<file path="src/rtl/instruction_fetch_unit.sv">
// Instruction fetch unit: holds the PC and IR, issues single-beat instruction
// memory reads, and decodes the IR fields.
module instruction_fetch_unit #(
  parameter logic [31:0] RESET_PC = 32'h0000_0000,
  parameter int unsigned TIMEOUT  = 16
) (
  input  logic        clk,
  input  logic        reset,
  input  logic        fetch_go,
  input  logic        PC_ld,
  input  logic [1:0]  PC_sel,
  input  logic [31:0] PC_In,
  input  logic        im_ack,
  input  logic [31:0] im_rdata,
  output logic        im_cs,
  output logic        im_rd,
  output logic [31:0] im_addr,
  output logic [31:0] PC_Out,
  output logic [31:0] IR_Out,
  output logic        IR_valid,
  output logic [4:0]  rs,
  output logic [4:0]  rt,
  output logic [4:0]  rd,
  output logic [4:0]  shamt,
  output logic [31:0] SE_16,
  output logic        busy,
  output logic        fault
);

  // state   | meaning
  // IDLE    | waiting for fetch_go; PC may be loaded
  // FETCH   | memory read outstanding, timeout counter running
  // FAULT   | misaligned PC or timeout; held until reset
  typedef enum logic [1:0] {
    S_IDLE  = 2'd0,
    S_FETCH = 2'd1,
    S_FAULT = 2'd2
  } state_t;

  localparam int CW = $clog2(TIMEOUT + 1);

  state_t          state_q, state_d;
  logic [31:0]     pc_q, pc_d;
  logic [31:0]     ir_q, ir_d;
  logic            irv_q, irv_d;
  logic            fault_q, fault_d;
  logic [CW-1:0]   cnt_q, cnt_d;
  logic [CW-1:0]   cnt_inc;

  logic [31:0]     se16;
  logic [31:0]     br_tgt;
  logic [31:0]     jmp_tgt;
  logic [31:0]     ld_pc;

  assign se16    = {{16{ir_q[15]}}, ir_q[15:0]};
  assign br_tgt  = pc_q + {se16[29:0], 2'b00};
  assign jmp_tgt = {pc_q[31:28], ir_q[25:0], 2'b00};
  assign cnt_inc = cnt_q + CW'(1);

  always_comb begin
    ld_pc = pc_q;
    case (PC_sel)
      2'b00:   ld_pc = br_tgt;
      2'b01:   ld_pc = jmp_tgt;
      2'b10:   ld_pc = PC_In;
      default: ld_pc = pc_q;
    endcase
  end

  always_comb begin
    state_d = state_q;
    pc_d    = pc_q;
    ir_d    = ir_q;
    irv_d   = 1'b0;
    fault_d = fault_q;
    cnt_d   = '0;
    case (state_q)
      S_IDLE: begin
        if (PC_ld) pc_d = ld_pc;
        // alignment is judged on the PC as it will be after this edge
        if (fetch_go) begin
          if (pc_d[1:0] == 2'b00) begin
            state_d = S_FETCH;
          end else begin
            state_d = S_FAULT;
            fault_d = 1'b1;
          end
        end
      end
      S_FETCH: begin
        if (im_ack) begin
          ir_d    = im_rdata;
          pc_d    = pc_q + 32'd4;
          irv_d   = 1'b1;
          state_d = S_IDLE;
        end else if (cnt_inc == CW'(TIMEOUT)) begin
          state_d = S_FAULT;
          fault_d = 1'b1;
        end else begin
          cnt_d = cnt_inc;
        end
      end
      S_FAULT: begin
        fault_d = 1'b1;
      end
      default: begin
        state_d = S_IDLE;
      end
    endcase
  end

  always_ff @(posedge clk) begin
    if (reset) begin
      state_q <= S_IDLE;
      pc_q    <= RESET_PC;
      ir_q    <= '0;
      irv_q   <= 1'b0;
      fault_q <= 1'b0;
      cnt_q   <= '0;
    end else begin
      state_q <= state_d;
      pc_q    <= pc_d;
      ir_q    <= ir_d;
      irv_q   <= irv_d;
      fault_q <= fault_d;
      cnt_q   <= cnt_d;
    end
  end

  assign im_cs    = (state_q == S_FETCH);
  assign im_rd    = (state_q == S_FETCH);
  assign im_addr  = pc_q;
  assign PC_Out   = pc_q;
  assign IR_Out   = ir_q;
  assign IR_valid = irv_q;
  assign rs       = ir_q[25:21];
  assign rt       = ir_q[20:16];
  assign rd       = ir_q[15:11];
  assign shamt    = ir_q[10:6];
  assign SE_16    = se16;
  assign busy     = (state_q != S_IDLE);
  assign fault    = fault_q;

endmodule

</file>
<file path="config.mk">
export PLATFORM = sky130hd
export DESIGN_NAME = instruction_fetch_unit
export DESIGN_NICKNAME = d
export VERILOG_FILES = /design/src/rtl/instruction_fetch_unit.sv
export SDC_FILE = /design/constraint.sdc
export NUM_CORES = 1
export LEC_CHECK = 0
export ABC_CLOCK_PERIOD_IN_PS = 8900
export BUFFER_PORTS_ARGS = -buffer_cell sky130_fd_sc_hd__buf_2
export CAP_MARGIN = 20
export CORE_ASPECT_RATIO = 0.75
export CORE_MARGIN = 1
export CORE_UTILIZATION = 40
export DETAILED_ROUTE_END_ITERATION = 8
export PLACE_DENSITY = 0.66
export SYNTH_ARGS = -nofsm -noshare
export SYNTH_HDL_FRONTEND = slang
export SYNTH_SLANG_ARGS = --single-unit
</file>
<file path="constraint.sdc">
create_clock -name clk -period 8.9 [get_ports clk]
set_clock_uncertainty 0.2 [all_clocks]
set_input_delay 0.89 -clock clk [delete_from_list [all_inputs] [get_ports clk]]
set_output_delay 0.89 -clock clk [all_outputs]
set_load 0.05 [all_outputs]
</file>
## Word level (Yosys, flattened, before mapping)

Index checks and enable logic that the tools add are counted.

- Logic and storage cells: 58
- ROM bits: 0
- Flip-flop bits (word level): 73
- Bits in writable memories: 0
- Output and inout port bits: 153
- Memories: 0
- Input port bits: 71
- Bits in latches: 0

- $mul: 0
- Equal/unequal tests: 15
- Shift-type cells: 0
- Magnitude comparators: 0
- Add/subtract/negate cells: 3
- Div/mod/pow operators: 0
- Bitwise logic cells: 2
- Muxes and demuxes: 16
- Reductions and logical operators: 14

Operator list:

| cell | count |
|---|---|
| $mux W32 | 3 |
| $pmux W32 S3 | 1 |
| $pmux W32 S2 | 1 |
| $add A32 B3 Y32 const B | 1 |
| $add A32 B32 Y32 | 1 |
| $ne A2 B2 Y1 const B | 6 |
| $reduce_and A5 Y1 | 2 |
| $mux W2 | 4 |
| $logic_not A2 Y1 | 3 |
| $pmux W2 S3 | 1 |
| $add A5 B1 Y5 const B | 1 |
| $eq A5 B5 Y1 const B | 1 |
| $mux W1 | 5 |
| $eq A2 B1 Y1 const B | 2 |
| $eq A2 B2 Y1 const B | 2 |
| $ne A4 B1 Y1 const B | 1 |
| $reduce_and A2 Y1 | 2 |
| $reduce_and A4 Y1 | 1 |
| $reduce_bool A2 Y1 | 2 |
| $reduce_or A4 Y1 | 1 |
| $ne A3 B1 Y1 const B | 1 |
| $ne A3 B2 Y1 const B | 1 |
| $pmux W1 S3 | 1 |
| $reduce_and A3 Y1 | 1 |
| 4 further kinds | 5 |

## Depth between registers and ports, before layout

Gate-level depths: netlist of the first run.

- Word-level depth: 8
- Gate-level depth with buffers: 12
- Mapped depth without buffers: 10

## Worst setup path before layout of the first run

No wires, ideal clock.

- Path kind: reg-to-reg
- Start point: register ir_q[15], in the netlist IR_Out[15]
- End point: register pc_q[29], in the netlist PC_Out[29]
- Data arrival time: 3.125 ns
- Buffers on the path: 1
- Required time: 8.575 ns
- Stages on the path, launching flop included: 10
- Period minus slack after synthesis: 3.450 ns
- Slack: 5.450 ns
- Setup time: 0.125 ns
- Cell sequence: dfxtp_1 > ha_1 > clkbuf_1 > a21oi_1 > o21a_1 > o21ai_0 > a221o_1 > or3_1 > a31oi_1 > a211oi_1

- Word-level cells in the longest chain between the ends: 5

RTL lines:

| element | RTL line | text |
|---|---|---|
| start: declaration | 44 | `logic [31:0] ir_q, ir_d;` |
| start signal: assignment | 123 | `ir_q <= ir_d;` |
| $add A32 B32 Y32 | 56 | `assign br_tgt = pc_q + {se16[29:0], 2'b00};` |
| $pmux W32 S3 | 62 | `case (PC_sel)` |
| $mux W32 | 79 | `if (PC_ld) pc_d = ld_pc;` |
| $mux W32 | 77 | `case (state_q)` |
| $pmux W32 S2 | 77 |  |
| end signal: assignment | 122 | `pc_q <= pc_d;` |
| end: declaration | 43 | `logic [31:0] pc_q, pc_d;` |

No other way between the ends. The select of a mux whose other input is x is not followed.
A chain may end at the register's enable or synchronous reset.

## Final worst setup path of the first run

- Start point: register pc_q[2], in the netlist PC_Out[2]
- End point: register pc_q[24], in the netlist PC_Out[24]

- Word-level cells in the longest chain between the ends: 5
- Elaborated cells between the ends (all ways): 7
- Those cells by class: 2 x add/sub; 5 x mux

RTL lines:

| element | RTL line |
|---|---|
| $add A32 B32 Y32 | 56 |
| $pmux W32 S3 | 62 |
| $mux W32 | 79 |
| $mux W32 | 77 |
| $pmux W32 S2 * | 77 |

Mark *: on every way between the ends. The rest lies on a longest branch, timed or not. The select of a mux whose other input is x is not followed.

==> out/qor.txt, run 1 <==
cell count after placement = 1183
xor/xnor cell area share of the yosys netlist = 0.0408
worst-margin pin slew = 0.825 ns
Die X = 149 um
routability cong. = 1.01
layout filler cell count = 1609
Finished Layout Cells = 1201
Starting Density = 0.416
reg2reg end = PC_Out[24]$_SDFFE_PP0P_
crit path max fanout = 8
global-route usage over all layers = 0.271
htree depth = 3
WS Path Type = reg2reg
CTS sink count = 73
NumNets Final = 1095
register area share after synthesis = 0.227
most common cell after layout, fill and taps aside = buf_2
CP startpoint = PC_Out[2]$_SDFFE_PP0P_
unrepaired setup endpoints after global routing = no
Hold WC Path Type = reg2reg
IO buf count = 223
highest-count cells in the layout ignoring fill and taps = buf_2, nand2_1, a21oi_1
ANT nets after route = 0
post-synth net total = 986
syn avg cell area = 7.30 um2
Yosys reg bits = 73
Root Buffer = clkbuf_16
grt ovf = 0
Async SR Flop Fraction = 0
Detailed Route WL = 22.7 mm
f_max = 0.291 GHz
layout cell share with drive strength beyond 1 = 0.271
outcome = completed
P_leak = 3.37 nW
post-synthesis compound-gate area fraction = 0.282
post-synthesis mux area share = 0.0109
prevailing post-synth register cell = dfxtp_1
Multi-input gate area = 0.00408 mm2
Vias = 6987
Register-to-Register Path Depth = 10
Critical Path RT = 8.93 ns
Clock Path Buffers = 2
synth warn = 0
CTS tree = built
CP Capture Point = PC_Out[24]$_SDFFE_PP0P_
cell count after synthesis = 882
first-pass GRT wire length = 34.8 mm
P_int = 0.666 mW
hold_sp = IR_Out[29]$_SDFFE_PP0P_
max-cap violations = 0
sequential power share = 0.326
Slew Limit Fails = 0
vias per inst = 5.82
startpoint types = flop
Yosys cell types = 85
Final Hold Viols = 0
Max VDD drop = 0.0977 mV
share of power burned in the clock network = 0.295
Synth Cell Area = 0.00644 mm2
total CTS buffers = 9
Layout area overhead = 14.1%
Final Critical Period = 3.44 ns
synthesized-area fraction occupied by adder cells = 0.0653
antenna violations before repair = 0
simple-gate share of the synthesized area = 0.233
post-route total power = 1.20 mW
clk_lat worst skew = 0.35 ns
DRC Markers = 0
core area = 0.0155 mm2
post-CTS sizing = 0
CTS clk-pin slew, worst paths = 0.07 ns
via count of the first global-routing pass = 6154
sw frac = 0.446
Comb power frac = 0.379
Sw Pwr = 0.537 mW
EDFF count, synth = 0
hold_buf cts = 0
max_slew headroom = 0.450
die height = 112 um
Final period util = 0.386
pin count of the biggest net entering global routing = 74
initial DRC count = 683
routed wire length per instance = 18.9 um
IO Pins = 224
Rows = 39
flop2flop setup slack = 5.46 ns
Register Area = 0.00146 mm2
P per Cell Area = 164 mW/mm2
Critical R2R Launch = PC_Out[2]$_SDFFE_PP0P_
largest family of logic cells by synthesized area = compound AO/OA/AOI/OAI gates
Crit. End Element = flop
final setup vio count = 0
postcts setup bufs = 0
total die area = 0.0166 mm2
total iterations of the first detailed-routing run = 5
design area = 0.00735 mm2
HPWL after detailed placement = 16.8 mm
Arr. time, crit path = 3.47 ns
Final TNS setup = 0 ns
placed instance area = 0.00704 mm2
ant diodes = 0
==> stage by stage <==
| stage | setup WS (ns) | utilization | hold slack, ns |
|---|---|---|---|
| global route | 5.31 | 0.475 | 0.277 |
| finish | 5.46 | 0.475 | 0.255 |
| detailed placement | 5.25 | 0.455 | 0.246 |
| CTS | 5.54 | 0.473 | 0.256 |
| floorplan | 5.45 | - | 0.245 |
| global placement | 5.35 | 0.453 | 0.243 |
==> registers in the layout, indices dropped and copies added (netlist names) <==
register / cells
IR_Out: 32
IR_valid: 1
PC_Out: 32
cnt_q: 5
fault: 1
state_q: 2
==> critical path, stage by stage (launching register included) <==
cell	delay (ns)
dfxtp_1	0.51
ha_1	0.23
inv_1	0.05
fa_1	0.42
and2b_1	0.25
o2111ai_1	0.16
a32oi_2	0.44
a31oi_1	0.29
o31ai_2	0.42
mux2i_1	0.26
a21oi_1	0.08
==> cell usage after synthesis, types with 3 or more instances <==
| library cell | count | area, um2 |
|---|---|---|
| a21o_1 | 16 | 120 |
| o21bai_1 | 5 | 37.5 |
| o32ai_1 | 3 | 26.3 |
| nand2b_1 | 5 | 31.3 |
| and2_1 | 5 | 31.3 |
| dfxtp_1 | 73 | 1460 |
| clkbuf_1 | 35 | 131 |
| nor2b_1 | 6 | 37.5 |
| xnor2_1 | 15 | 131 |
| buf_2 | 6 | 30.0 |
| o21ai_1 | 4 | 20.0 |
| nor2_1 | 54 | 203 |
| xor2_1 | 15 | 131 |
| or3_1 | 6 | 37.5 |
| nor3b_1 | 4 | 30.0 |
| a31oi_1 | 13 | 81.3 |
| o221ai_1 | 4 | 35.0 |
| a21oi_1 | 87 | 435 |
| mux2i_1 | 7 | 70.1 |
| a221oi_1 | 6 | 52.6 |
| a211o_1 | 3 | 26.3 |
| a22oi_1 | 15 | 113 |
| a221o_1 | 4 | 40.0 |
| o31ai_1 | 4 | 30.0 |
| a311oi_1 | 3 | 26.3 |
| nand4_1 | 14 | 87.6 |
| ha_1 | 32 | 400 |
| a22o_1 | 6 | 52.6 |
| nor4_1 | 4 | 25.0 |
| nand2_1 | 139 | 522 |
| buf_4 | 88 | 661 |
| o211ai_1 | 5 | 37.5 |
| o21ai_0 | 49 | 245 |
| nand3_1 | 16 | 80.1 |
| o22ai_1 | 6 | 37.5 |
| o21a_1 | 6 | 45.0 |
| inv_1 | 14 | 52.6 |
| nor3_1 | 26 | 130 |
| and3_1 | 11 | 68.8 |
| a211oi_1 | 9 | 67.6 |
==> cell type report <==
| cell class | count | share of cell area |
|---|---|---|
| multi-input combinational | 660 | 0.555 |
| sequential | 73 | 0.199 |
| timing repair buffer | 231 | 0.165 |
| tap | 205 | 0.0349 |
| clock buffer | 10 | 0.0325 |
| inverter | 16 | 0.00817 |
| clock inverter | 6 | 0.00545 |
==> power groups by stage <==
stage | combinational, mW | sequential [mW] | clock (mW)
after global routing | 0.485 | 0.397 | 0.369
after global placement | 0.444 | 0.401 | 0
after CTS | 0.450 | 0.392 | 0.355
after detailed placement | 0.448 | 0.399 | 0
after floorplan | 0.301 | 0.459 | 0
final | 0.455 | 0.392 | 0.355
==> layer usage <==
metal | track usage | vias up | share of wire
met3 | 0.0582 | 21 | 0.10
li1 | - | 3348 | -
met2 | 0.392 | 402 | 0.41
met5 | 0 | - | 0
met4 | 0.0502 | 0 | 0.0080
met1 | 0.406 | 3216 | 0.48
==> kinds of logic after synthesis <==
kind of cell	after synthesis
AOI/OAI and AO/OA	278
xor gates and xnor gates	30
adders and majority gates	33
buffers and inverters	149
DFF	73
muxes	7
and+or+nand+nor	312
==> worst min path at each step <==
stage	slack, ns	cells past startpoint	end
after CTS	0.26	2	IR_Out[26]$_SDFFE_PP0P_
after global routing	0.28	2	IR_Out[29]$_SDFFE_PP0P_
after global placement	0.24	2	IR_Out[27]$_SDFFE_PP0P_
after detailed placement	0.25	2	IR_Out[26]$_SDFFE_PP0P_
final	0.25	2	IR_Out[29]$_SDFFE_PP0P_
after floorplan	0.24	1	cnt_q[0]$_SDFF_PP0_
Power figures use the tool's default switching activity.
==> inputs of run 2 (changes only) <==
Settings changed: ABC_AREA from default to 1, ABC_CLOCK_PERIOD_IN_PS 8900 to 3200, PLACE_DENSITY 0.66 to 0.65.
Clock period 8.9 ns to 3.2 ns, I/O delays scaled along.
==> run 2 against run 1 <==
Via count increased by 14%. Highest routed layer unchanged. Wire length increased by 17%. Combinational power increased to 10 times the previous value. First-iteration DRC count increased by 17%. Non-clock buffer count increased by 35. Count of clock-buffer cells in the layout decreased by 1. Area after synthesis increased by 6.7%. Hold slack got worse by 0.21 ns. Maximum frequency increased by 32%. Synthesized cell count increased by 28%.
==> out/qor.txt, run 2 <==
outcome = completed
prevailing post-synth register cell = dfxtp_1
Final TNS setup = 0 ns (unchanged)
Hold WC Path Type = in2reg
crit path max fanout = 15 (+7)
die height = 116 um (+3.3%)
Fin Hold WS = 0.0457 ns (-0.209 ns)
CP max stage delay = 0.67 ns (+0.16 ns)
CP Cell Sequence = ha_1 -> nand2_2 -> inv_1 -> a21oi_1 -> nand2_1 -> a21oi_1 -> nand2_1 -> nand2_1 -> nor2_1 -> o21ai_1 -> a21oi_1
ant diodes = 0 (unchanged)
WS Path Type = reg2reg
total CTS buffers = 9 (unchanged)
first-pass GRT wire length = 39.8 mm (+14%)
layout cell share with drive strength beyond 1 = 0.248 (-0.0228)
Critical Path RT = 3.24 ns (-5.69 ns)
vias per inst = 5.26 (-9.7%)
grt ovf = 0 (unchanged)
CP startpoint = IR_Out[15]$_SDFFE_PP0P_
max-cap violations = 0 (unchanged)
highest-count cells in the layout ignoring fill and taps = nand2_1, buf_2, inv_1
Root Buffer = clkbuf_16
IO buf count = 223 (unchanged)
Detailed Route WL = 26.4 mm (+17%)
f_max = 0.383 GHz (+32%)
Post-synth top cells = nand2_1, inv_1, nor2_1
CTS sink count = 73 (unchanged)
Die X = 153 um (+3.3%)
Async SR Flop Fraction = 0 (unchanged)
synth warn = 0 (unchanged)
Register Area = 0.00146 mm2 (unchanged)
global-route usage over all layers = 0.296 (+0.0257)
cell count after placement = 1486 (+26%)
Slowest-stage cell, CP = dfxtp_1
DRC Markers = 0 (unchanged)
routability cong. = 0.976 (-3.2%)
HPWL after detailed placement = 20.7 mm (+23%)
Worst Path Buf+Inv = 1 (unchanged)
syn avg cell area = 6.09 um2 (-17%)
Max VDD drop = 0.722 mV (+640%)
via count of the first global-routing pass = 6934 (+13%)
Multi-input gate area = 0.00410 mm2 (+0.52%)
layout filler cell count = 1774 (+10%)
Arr. time, crit path = 2.66 ns (-0.81 ns)
post-synth top area cell = dfxtp_1
NumNets Final = 1396 (+27%)
P_leak = 4.34 nW (+29%)
top cell family by delay on the critical path = compound AO/OA/AOI/OAI gates
post-synth net total = 1234 (+25%)
final setup vio count = 0 (unchanged)
Yosys reg bits = 73 (unchanged)
register area share after synthesis = 0.213 (-0.0143)
core area = 0.0168 mm2 (+8.8%)
unrepaired setup endpoints after global routing = no
Slew Limit Fails = 0 (unchanged)
startpoint types = flop
most common cell after layout, fill and taps aside = nand2_1
Starting Density = 0.409 (-0.00780)
Yosys cell types = 41 (-52%)
Final period util = 0.816 (+0.430)
Rows = 41 (+5.1%)
htree depth = 3 (unchanged)
top post-synthesis cells by area = dfxtp_1, nand2_1, buf_4
EDFF count, synth = 0 (unchanged)
Critical R2R Launch = IR_Out[15]$_SDFFE_PP0P_
CTS clk-pin slew, worst paths = 0.07 ns (about the same)
Final Critical Period = 2.61 ns (-0.825 ns)
Final Hold Viols = 0 (unchanged)
share of the synthesized area in the top cell type = 0.213 (-0.0143)
Vias = 7946 (+14%)
Synth Cell Area = 0.00688 mm2 (+6.7%)
worst-margin pin slew = 0.818 ns (-0.00648 ns)
postcts setup bufs = 0 (unchanged)
CTS tree = built
total iterations of the first detailed-routing run = 7 (+2)
Finished Layout Cells = 1512 (+26%)
clk_lat worst skew = 0.36 ns (about the same)
most common cell in the synthesized netlist = nand2_1
total die area = 0.0177 mm2 (+6.6%)
Clock Path Buffers = 2 (unchanged)
initial DRC count = 799 (+17%)
ANT nets after route = 0 (unchanged)
cell count after synthesis = 1130 (+28%)
max_slew headroom = 0.454 (+0.00353)
routed wire length per instance = 17.5 um (-7.4%)
Crit. End Element = flop
P per Cell Area = 869 mW/mm2 (+430%)
IO Pins = 224 (unchanged)
hold_sp = im_rdata[25]
antenna violations before repair = 0 (unchanged)
pin count of the biggest net entering global routing = 55 (-26%)
Layout area overhead = 18.5%
-- run 2: cell types whose count changed in the layout (fill, tap and decap cells not counted), sizes merged, moves of 11 or more --
cell / previous run / this run
nand2: 140 / 306
a21o: 16 / 0
a21oi: 87 / 98
nor2: 54 / 110
o21ai: 53 / 95
a22oi: 15 / 0
nor3: 28 / 16
inv: 18 / 150
nand3: 17 / 54
buf: 231 / 256
and3: 11 / 0
-- run 2: through the flow --
step / worst slack [ns] / area, um2 / utilization / total power, mW
global placement: 0.652 / 7740 / 0.460 / 5.92
detailed placement: 0.657 / 7740 / 0.460 / 5.91
CTS: 0.659 / 8150 / 0.484 / 7.04
global route: 0.378 / 8150 / 0.484 / 7.45
floorplan: 0.313 / 6880 / - / 4.99
finish: 0.588 / 8150 / 0.484 / 7.09
-- run 2: final cells by class --
type,instances,area share
Inverter,146,0.0672
Clock buffer,9,0.0276
Clock inverter,7,0.0104
Multi-Input combinational cell,796,0.503
Tap cell,215,0.0330
Timing Repair Buffer,266,0.180
Sequential cell,73,0.179
-- run 2: cell families after synthesis --
group | Yosys count | synth area share
and+or+nand+nor | 516 | 0.328
buffers and inverters | 261 | 0.192
AOI/OAI and AO/OA | 227 | 0.181
DFF | 73 | 0.213
adders and majority gates | 33 | 0.0611
xor gates and xnor gates | 20 | 0.0255
-- run 2: tightest hold or removal path, stage by stage --
cell     delay, ns
buf_2         0.07
o21ai_0       0.07
a21oi_1       0.10
-- run 2: what timing repair did --
action                     in CTS  in global routing
resized for setup               0                  0
hold endpoints to repair       10                  0
setup endpoints to repair       0                  0
hold buffers                   10                  0
-- run 2: worst paths after layout --
check	end	slack, ns	depth (start not counted)
min	IR_Out[25]$_SDFFE_PP0P_	0.05	3
max	PC_Out[20]$_SDFFE_PP0P_	0.59	11
max reg2reg	PC_Out[20]$_SDFFE_PP0P_	0.59	11
min reg2reg	fault$_SDFFE_PP0P_	0.25	2
-- run 2: layer usage --
| layer | part of all wire | global-route usage | wire length (um) | vias to the layer above |
|---|---|---|---|---|
| met4 | 0.015 | 0.0660 | 386 | 0 |
| met2 | 0.41 | 0.447 | 10900 | 424 |
| met1 | 0.45 | 0.422 | 12000 | 3600 |
| li1 | - | - | - | 3894 |
| met3 | 0.12 | 0.0759 | 3110 | 28 |
| met5 | 0 | 0 | 0 | - |
-- run 2: report_power, final --
part	switching (mW)	total (mW)	leakage (nW)	internal [mW]
Clock	0.490	1.11	0.146	0.622
Combinational	3.48	4.55	3.59	1.07
Sequential	0.280	1.42	0.596	1.14
Total	4.25	7.09	4.34	2.84
